### config.mk
export PLATFORM = sky130hd
export DESIGN_NAME = pc_seq_ctrl
export DESIGN_NICKNAME = d
export VERILOG_FILES = /design/src/rtl/pc_seq_ctrl_pkg.sv /design/src/rtl/pc_seq_ctrl_stall.sv /design/src/rtl/pc_seq_ctrl.sv
export SDC_FILE = /design/constraint.sdc
export NUM_CORES = 1
export LEC_CHECK = 0
export CAP_MARGIN = 25
export CORE_MARGIN = 10
export CORE_UTILIZATION = 55
export DETAILED_ROUTE_END_ITERATION = 8
export PLACE_DENSITY = 0.9
export REMOVE_ABC_BUFFERS = 1
export SLEW_MARGIN = 20
export SYNTH_ARGS = -nofsm -noshare
export SYNTH_HDL_FRONTEND = slang
export SYNTH_SLANG_ARGS = --single-unit
### constraint.sdc
create_clock -name clk -period 4.7 [get_ports clk]
set_input_delay 0.705 -clock clk [delete_from_list [all_inputs] [get_ports clk]]
set_output_delay 0.705 -clock clk [all_outputs]
set_load 0.005 [all_outputs]
### src/rtl/pc_seq_ctrl_pkg.sv
// rtl/pc_seq_ctrl_pkg.sv - shared types and constants for the pc sequencer
package pc_seq_ctrl_pkg;

    typedef enum logic [1:0] {
        ST_OFF   = 2'd0,
        ST_FETCH = 2'd1,
        ST_REDIR = 2'd2
    } pc_state_e;

    localparam int STALL_W = 6;

    // Per-stage hold masks: bit0 PC, 1 IF, 2 ID, 3 EX, 4 MEM, 5 WB
    localparam logic [STALL_W-1:0] STALL_NONE = 6'b000000;
    localparam logic [STALL_W-1:0] STALL_EX   = 6'b001111;
    localparam logic [STALL_W-1:0] STALL_ID   = 6'b000111;
    localparam logic [STALL_W-1:0] STALL_IMEM = 6'b000011;

    localparam logic [31:0] PC_STEP = 32'd4;

    // Fetch targets are always word aligned
    function automatic logic [31:0] word_align(input logic [31:0] addr);
        return {addr[31:2], 2'b00};
    endfunction

endpackage

### src/rtl/pc_seq_ctrl_stall.sv
// rtl/pc_seq_ctrl_stall.sv - combinational per-stage stall encoder
//
// Ports:
//   flush         exception flush (wins over everything, releases all stages)
//   stall_req_ex  execute stage stall request
//   stall_req_id  decode stage stall request
//   ce            fetch request outstanding
//   imem_ack      instruction memory acknowledge
//   stall         per-stage hold mask
import pc_seq_ctrl_pkg::*;

module stall_ctrl (
    input  logic               flush,
    input  logic               stall_req_ex,
    input  logic               stall_req_id,
    input  logic               ce,
    input  logic               imem_ack,
    output logic [STALL_W-1:0] stall
);

    always_comb begin
        stall = STALL_NONE;
        if (flush) begin
            stall = STALL_NONE;
        end else if (stall_req_ex) begin
            stall = STALL_EX;
        end else if (stall_req_id) begin
            stall = STALL_ID;
        end else if (ce && !imem_ack) begin
            stall = STALL_IMEM;
        end
    end

endmodule

### src/rtl/pc_seq_ctrl.sv
// rtl/pc_seq_ctrl.sv - program counter sequencer with fetch handshake and redirect
//
// Parameters:
//   RESET_PC       first fetch address after reset (low two bits ignored)
// Ports:
//   clk            rising-edge clock
//   rst            synchronous active-high reset
//   stall_req_id   decode stall request
//   stall_req_ex   execute stall request
//   branch_flag    decode resolved a taken branch/jump
//   branch_target  branch/jump destination
//   flush          exception flush, highest priority
//   new_pc         exception handler address
//   imem_ack       instruction memory returns the word for pc
//   pc             fetch address
//   ce             fetch request / imem enable
//   inst_valid     returned word is on the current program path
//   stall          per-stage hold mask
import pc_seq_ctrl_pkg::*;

module pc_seq_ctrl #(
    parameter logic [31:0] RESET_PC = 32'h0000_0000
) (
    input  logic               clk,
    input  logic               rst,
    input  logic               stall_req_id,
    input  logic               stall_req_ex,
    input  logic               branch_flag,
    input  logic [31:0]        branch_target,
    input  logic               flush,
    input  logic [31:0]        new_pc,
    input  logic               imem_ack,
    output logic [31:0]        pc,
    output logic               ce,
    output logic               inst_valid,
    output logic [STALL_W-1:0] stall
);

    pc_state_e    state_q, state_d;
    logic [31:0]  pc_q, pc_d;
    logic [31:0]  redir_q, redir_d;
    logic         boot_q, boot_d;
    logic         branch_ok;
    logic         any_stall;
    logic [31:0]  flush_tgt;
    logic [31:0]  branch_tgt;
    logic [31:0]  redir_eff;
    logic [STALL_W-1:0] stall_raw;

    // A branch presented together with any stall is dropped; decode re-presents it
    assign any_stall  = stall_req_id | stall_req_ex;
    assign branch_ok  = branch_flag & ~any_stall;
    assign flush_tgt  = word_align(new_pc);
    assign branch_tgt = word_align(branch_target);

    // While waiting for the stale ack, a later flush replaces the pending target
    assign redir_eff  = flush ? flush_tgt : redir_q;

    always_comb begin
        state_d = state_q;
        pc_d    = pc_q;
        redir_d = redir_q;
        boot_d  = boot_q;
        case (state_q)
            ST_OFF: begin
                pc_d = word_align(RESET_PC);
                // Spend one full cycle with rst low in OFF before fetching
                if (boot_q) begin
                    boot_d = 1'b0;
                end else begin
                    state_d = ST_FETCH;
                end
            end
            ST_FETCH: begin
                if (imem_ack) begin
                    if (flush) begin
                        pc_d = flush_tgt;
                    end else if (branch_ok) begin
                        pc_d = branch_tgt;
                    end else if (!any_stall) begin
                        pc_d = pc_q + PC_STEP;
                    end
                end else if (flush) begin
                    // The word in flight is for the old path; remember where to go
                    redir_d = flush_tgt;
                    state_d = ST_REDIR;
                end else if (branch_ok) begin
                    redir_d = branch_tgt;
                    state_d = ST_REDIR;
                end
            end
            ST_REDIR: begin
                redir_d = redir_eff;
                if (imem_ack) begin
                    pc_d    = redir_eff;
                    state_d = ST_FETCH;
                end
            end
            default: begin
                state_d = ST_OFF;
            end
        endcase
    end

    always_ff @(posedge clk) begin
        if (rst) begin
            state_q <= ST_OFF;
            pc_q    <= word_align(RESET_PC);
            redir_q <= 32'h0000_0000;
            boot_q  <= 1'b1;
        end else begin
            state_q <= state_d;
            pc_q    <= pc_d;
            redir_q <= redir_d;
            boot_q  <= boot_d;
        end
    end

    assign pc         = pc_q;
    assign ce         = (state_q != ST_OFF);
    assign inst_valid = ~rst & imem_ack & (state_q == ST_FETCH) & ~flush;

    stall_ctrl u_stall_ctrl (
        .flush        (flush),
        .stall_req_ex (stall_req_ex),
        .stall_req_id (stall_req_id),
        .ce           (ce),
        .imem_ack     (imem_ack),
        .stall        (stall_raw)
    );

    assign stall = rst ? STALL_NONE : stall_raw;

endmodule

==> results of run 1 <==
==> worst min-delay path by stage <==
stage	end	startpoint	slack, ns	cells past startpoint
after CTS	redir_q[1]	redir_q[1]	0.47	1
final	redir_q[1]	redir_q[1]	0.46	1
after global placement	redir_q[1]	redir_q[1]	0.44	1
after detailed placement	redir_q[1]	redir_q[1]	0.44	1
after floorplan	redir_q[0]	redir_q[0]	0.43	1
after global routing	redir_q[0]	redir_q[0]	0.49	1
==> cell families after synthesis <==
logic type / Yosys count / share of synthesized area
compound gates: 184 / 0.2771
xor+xnor: 11 / 0.02064
fa+ha+maj: 6 / 0.01608
buf+inv: 65 / 0.06030
flops: 67 / 0.2873
mux: 41 / 0.08871
other cells: 1 / 0.0008033
simple gates: 243 / 0.2490
==> layer usage <==
layer / vias to the layer above / wire [um] / GRT usage
met5: - / 0 / 0
met4: 0 / 352 / 0.07699
met3: 36 / 1696 / 0.06656
met2: 332 / 7445 / 0.3808
met1: 2531 / 6438 / 0.2977
li1: 2438 / - / -
==> placed cells by master, fill, tap and decap left out, types with 12 or more instances in the layout <==
master | synthesis | routed
clkdlybuf4s50_1 | 0 | 103
a21oi_1 | 48 | 48
nand2_1 | 119 | 119
dfxtp_1 | 67 | 67
a222oi_1 | 13 | 13
o21ai_0 | 33 | 33
nor3_1 | 16 | 16
nor2_1 | 30 | 29
nand3_1 | 19 | 19
inv_1 | 12 | 12
o211ai_1 | 14 | 14
mux2i_1 | 38 | 38
==> registers in the layout, summed over array words and instances (netlist names) <==
register  flops
redir_q      32
state_q       2
boot_q        1
pc           32
==> power breakdown <==
group	switching [mW]	leakage (nW)	internal (mW)
sequential	0.116	0.544	0.685
combinational	0.579	1.40	0.384
clock	0.239	0.0906	0.246
==> worst register-to-register path, delay by kind of cell (launching register included) <==
| kind | cells | cell delay (ns) |
|---|---|---|
| adder cells (fa/ha/maj) | 1 | 0.21 |
| AND/OR/NAND/NOR | 4 | 1.92 |
| AO/OA/AOI/OAI | 1 | 0.16 |
| buffers and inverters | 2 | 0.59 |
| flip-flops | 1 | 0.44 |
==> through the flow <==
stage | hold WS, ns | area (um^2)
final | 0.4619 | 5881
after CTS | 0.4685 | 5881
after floorplan | 0.4294 | 4436
after global routing | 0.4907 | 5881
after global placement | 0.4442 | 5683
after detailed placement | 0.4447 | 5694
==> area by class of cell <==
type | instances | area, um^2
Timing Repair Buffer | 115 | 1122
Clock buffer | 12 | 135.1
Inverter | 12 | 45.04
Sequential cell | 67 | 1341
Fill cell | 660 | 2377
Multi-Input combinational cell | 487 | 3054
Clock inverter | 4 | 51.30
Tap cell | 105 | 131.4
==> impl_metrics.toml, run 1 <==
[synth]
synth_area_mm2 = 0.004668
ys_ff_latch = 67
synth_enable_flop_cells = 0
yosysTopAreaCellShare = 0.2873
yosysTopAreaCell = "dfxtp_1"
yosys_warnings = 0
netlist_top_cells_area = "dfxtp_1, nand2_1, mux2i_1"
synth_top_flop_cell = "dfxtp_1"
synth_cell_types = 71
yosysMostFrequentCell = "nand2_1"
synth_common_cells = "nand2_1, dfxtp_1, a21oi_1, mux2i_1, clkbuf_1"
netlist_instances = 618
yosysSeqAreaShare = 0.2873
synth.avg_cell_area_um2 = 7.554
async_flop_share = 0

[worst_setup_path]
cp-end-kind = "primary output"
start_kind = "flop"
crit_type = "reg -> out"
r2r-start = "state_q[0]"
r2r_cells = 8
startpoint = "state_q[0]"
cp_top_family = "simple AND/OR/NAND/NOR gates"
critPathRequiredTime_ns = 3.99
cp.arrival_ns = 2.79
cpPeakStageDelay_ns = 0.74
r2r_end = "redir_q[18]"
path_depth = 5
slowest_stage = "nor2b_1"
critical_path_buf_inv_count = 2
r2r_slack_ns = 1.32
critPathCapture = "inst_valid"
crit_chain = "ha_1 > buf_4 > nor2b_1 > and3_1 > clkdlybuf4s50_1"
cp_max_fo = 14

[floorplanning]
dieWidth_um = 112.1
core_area_mm2 = 0.008258
start_util = 0.5653
pin_count = 111
die_area_mm2 = 0.01257
rows = 33
chipHeight_um = 112.1

[clock_tree]
clock_path_buffers = 2
clk_latency_ns = 0.36
cts_tree = "done"
cts.repair.resized = 0
htreeDepth = 3
path_clk_slew_ns = 0.08
cts_setup_buffers = 0
clock-sinks = 67
cts_buffers = 9
ctsHoldBuffers = 0
clock_tree.root_cell = "clkbuf_8"

[route]
drcViolationCount = 0
routed_wl_um = 15930
vias = 5337
routedWlPerCell_um = 19.87
initialDrtViolationCount = 616
dr.pass1.iters = 7
viasPerCell = 6.655
ant_nets = 0

[place]
dp_cells = 786
pre_cts_ws_ns = 1.276
dp_hpwl_um = 11290
io_buffers = 104
gp_congestion = 0.9090

[finish]
final_cells = 802
diodes = 0
final_util = 0.7121
area_growth_pct = 25.97
nNetsFinal = 769
drive_gt1_frac = 0.05739

[sta]
hold_viol = 0
rsz0062_at_grt = "false"
tightest_slew_ns = 0.9544
post-route-worst-setup-slack_ns = 1.210
period_share = 0.7426
skew_ns = 0.009277
slew_viol_final = 0
setup_viol = 0
max_freq_ghz = 0.2865
setup_tns_ns = 0
finalCriticalPeriod_ns = 3.490
relSlewSlack = 0.3614

[grt]
grt_pass1_vias = 5101
grt_use_total = 0.2366
grt_max_degree = 51
grt_overflow_total = 0
antenna_found_initial = 0
grt_pass1_wl_um = 25450

[pwr]
powerDensity_mw_per_mm2 = 382.4
leakagePower_nw = 2.034
vdd_drop_max_uv = 255.2
total_power_mw = 2.249

[flow_run]
drv_cap = 0

[outcome]
status = "completed"

[min_path]
hp-class = "reg -> reg"
Power figures use the tool's default switching activity.
==> run 2: changes to the inputs <==
CORE_UTILIZATION = 46   (was 55)
PLACE_DENSITY = 0.81   (was 0.9)
clock period = 3.16 ns   (was 4.7 ns; I/O delays follow)
==> run 2 against run 1 <==
First-iteration DRC count increased by 2.1%. Combinational power rose by 55%. Sequential power is 49% higher. Die area up 16%. Worst setup slack worse by 1.1 ns. Core utilization down 10 points. Global-route usage shrank 1.7 points. Sequential cell count did not move. Clock skew is 0.0012 ns higher. Hold slack better by 0.0025 ns. Critical path type unchanged. Largest cell class unchanged. Largest power group unchanged. Highest routed layer unchanged.
==> impl_metrics.toml, run 2 (synthesized netlist as in run 1, its figures left out) <==
[flow_run]
drv_cap = 0

[worst_setup_path]
cp-end-kind = "primary output"
startpoint = "state_q[0]"
critPathCapture = "inst_valid"
start_kind = "flop"
r2r_cells = 8
r2r-start = "state_q[1]"
r2r_end = "pc[22]"
crit_type = "reg -> out"
r2r_slack_ns = 0.36
cp.arrival_ns = 2.54
cp_max_fo = 10
critPathRequiredTime_ns = 2.69

[place]
dp_cells = 825
io_buffers = 104
gp_congestion = 0.9225
dp_hpwl_um = 11980
pre_cts_ws_ns = 0.3372

[sta]
period_share = 0.9535
skew_ns = 0.01049
slew_viol_final = 0
post-route-worst-setup-slack_ns = 0.1469
max_freq_ghz = 0.3319
relSlewSlack = 0.5140
hold_viol = 0
finalCriticalPeriod_ns = 3.013
setup_viol = 0
rsz0062_at_grt = "false"
tightest_slew_ns = 0.7223

[clock_tree]
path_clk_slew_ns = 0.07
clock_tree.root_cell = "clkbuf_8"
clock-sinks = 67
cts_tree = "done"
cts_setup_buffers = 0
clock_path_buffers = 2
clk_latency_ns = 0.35
cts.repair.resized = 0
ctsHoldBuffers = 0
cts_buffers = 9
htreeDepth = 3

[pwr]
power_switching_mw = 1.369
swShare = 0.4011
p_clk_frac = 0.216
leakagePower_nw = 2.100
vdd_drop_max_uv = 450.9
seq_power_share = 0.348
powerDensity_mw_per_mm2 = 567.4
power.internal_mw = 2.044
p_comb_frac = 0.436

[finish]
most-common-layout-cells = "nand2_1, clkdlybuf4s50_1, dfxtp_1"
diodes = 0
final_common_cell = "nand2_1"
multi_input_area_mm2 = 0.003054
area_growth_pct = 28.84
nNetsFinal = 780
final-seq-area_mm2 = 0.001341
drive_gt1_frac = 0.07214
final_cells = 840
n_fill_cell = 920

[floorplanning]
dieWidth_um = 120.7
core_area_mm2 = 0.009819
pin_count = 111
rows = 36
chipHeight_um = 120.7
start_util = 0.4754
die_area_mm2 = 0.01458

[grt]
antenna_found_initial = 0
grt_pass1_vias = 5314
grt_overflow_total = 0
grt_pass1_wl_um = 26540
grt_max_degree = 39
grt_use_total = 0.2196

[route]
vias = 5292
viasPerCell = 6.300
dr.pass1.iters = 8
drcViolationCount = 0
routedWlPerCell_um = 19.30
routed_wl_um = 16210
ant_nets = 0
initialDrtViolationCount = 629

[min_path]
hp-class = "reg -> reg"
hold_depth = 1

[outcome]
status = "completed"
-- run 2: cell types whose count changed in the layout (fill, tap and decap cells not counted), sizes merged --
cell,change
clkinvlp,-1
clkinv,-1
buf,+11
clkbuf,+1
-- run 2: area by class of cell --
cell class | instances | share of cell area
Clock buffer | 13 | 0.02642
Inverter | 12 | 0.007489
Timing Repair Buffer | 126 | 0.2018
Multi-Input combinational cell | 487 | 0.5078
Clock inverter | 2 | 0.005825
Sequential cell | 67 | 0.2230
Tap cell | 133 | 0.02767
-- run 2: per-layer routing --
metal | global-route usage | share of wire
met4 | 0.06938 | 0.021
met2 | 0.3659 | 0.48
met3 | 0.06096 | 0.084
met5 | 0 | 0
met1 | 0.2678 | 0.42
-- run 2: worst min-delay path by stage --
stage                      end  slack (ns)       start
global route        redir_q[9]        0.50  redir_q[9]
global placement    redir_q[1]        0.44  redir_q[1]
CTS                 redir_q[0]        0.47  redir_q[0]
finish              redir_q[0]        0.46  redir_q[0]
floorplan           redir_q[0]        0.43  redir_q[0]
detailed placement  redir_q[0]        0.44  redir_q[0]
-- run 2: worst max-delay path, stage by stage, from the launching register on --
cell and delay [ns]:
dfxtp_1 0.42, ha_1 0.41, nor2b_1 0.59, and3_1 0.25, clkdlybuf4s50_1 0.51
-- run 2: metrics by stage --
| step | instance area, um^2 | total power [mW] | setup TNS (ns) | utilization | hold WS, ns |
|---|---|---|---|---|---|
| CTS | 6015 | 3.395 | 0 | 0.6125 | 0.4680 |
| detailed placement | 5821 | 2.666 | 0 | 0.5928 | 0.4447 |
| global route | 6015 | 3.628 | 0 | 0.6125 | 0.4957 |
| floorplan | 4436 | 2.021 | -2.742 | - | 0.4294 |
| finish | 6015 | 3.413 | 0 | 0.6125 | 0.4644 |
| global placement | 5821 | 2.595 | 0 | 0.5928 | 0.4419 |
-- run 2: power by group through the flow --
stage                     clock, mW  combinational [mW]  sequential [mW]
final                         0.738                1.49             1.19
after global routing          0.777                1.64             1.21
after CTS                     0.742                1.48             1.18
after detailed placement          0                1.47             1.20
after global placement            0                1.41             1.18
after floorplan                   0               0.861             1.16
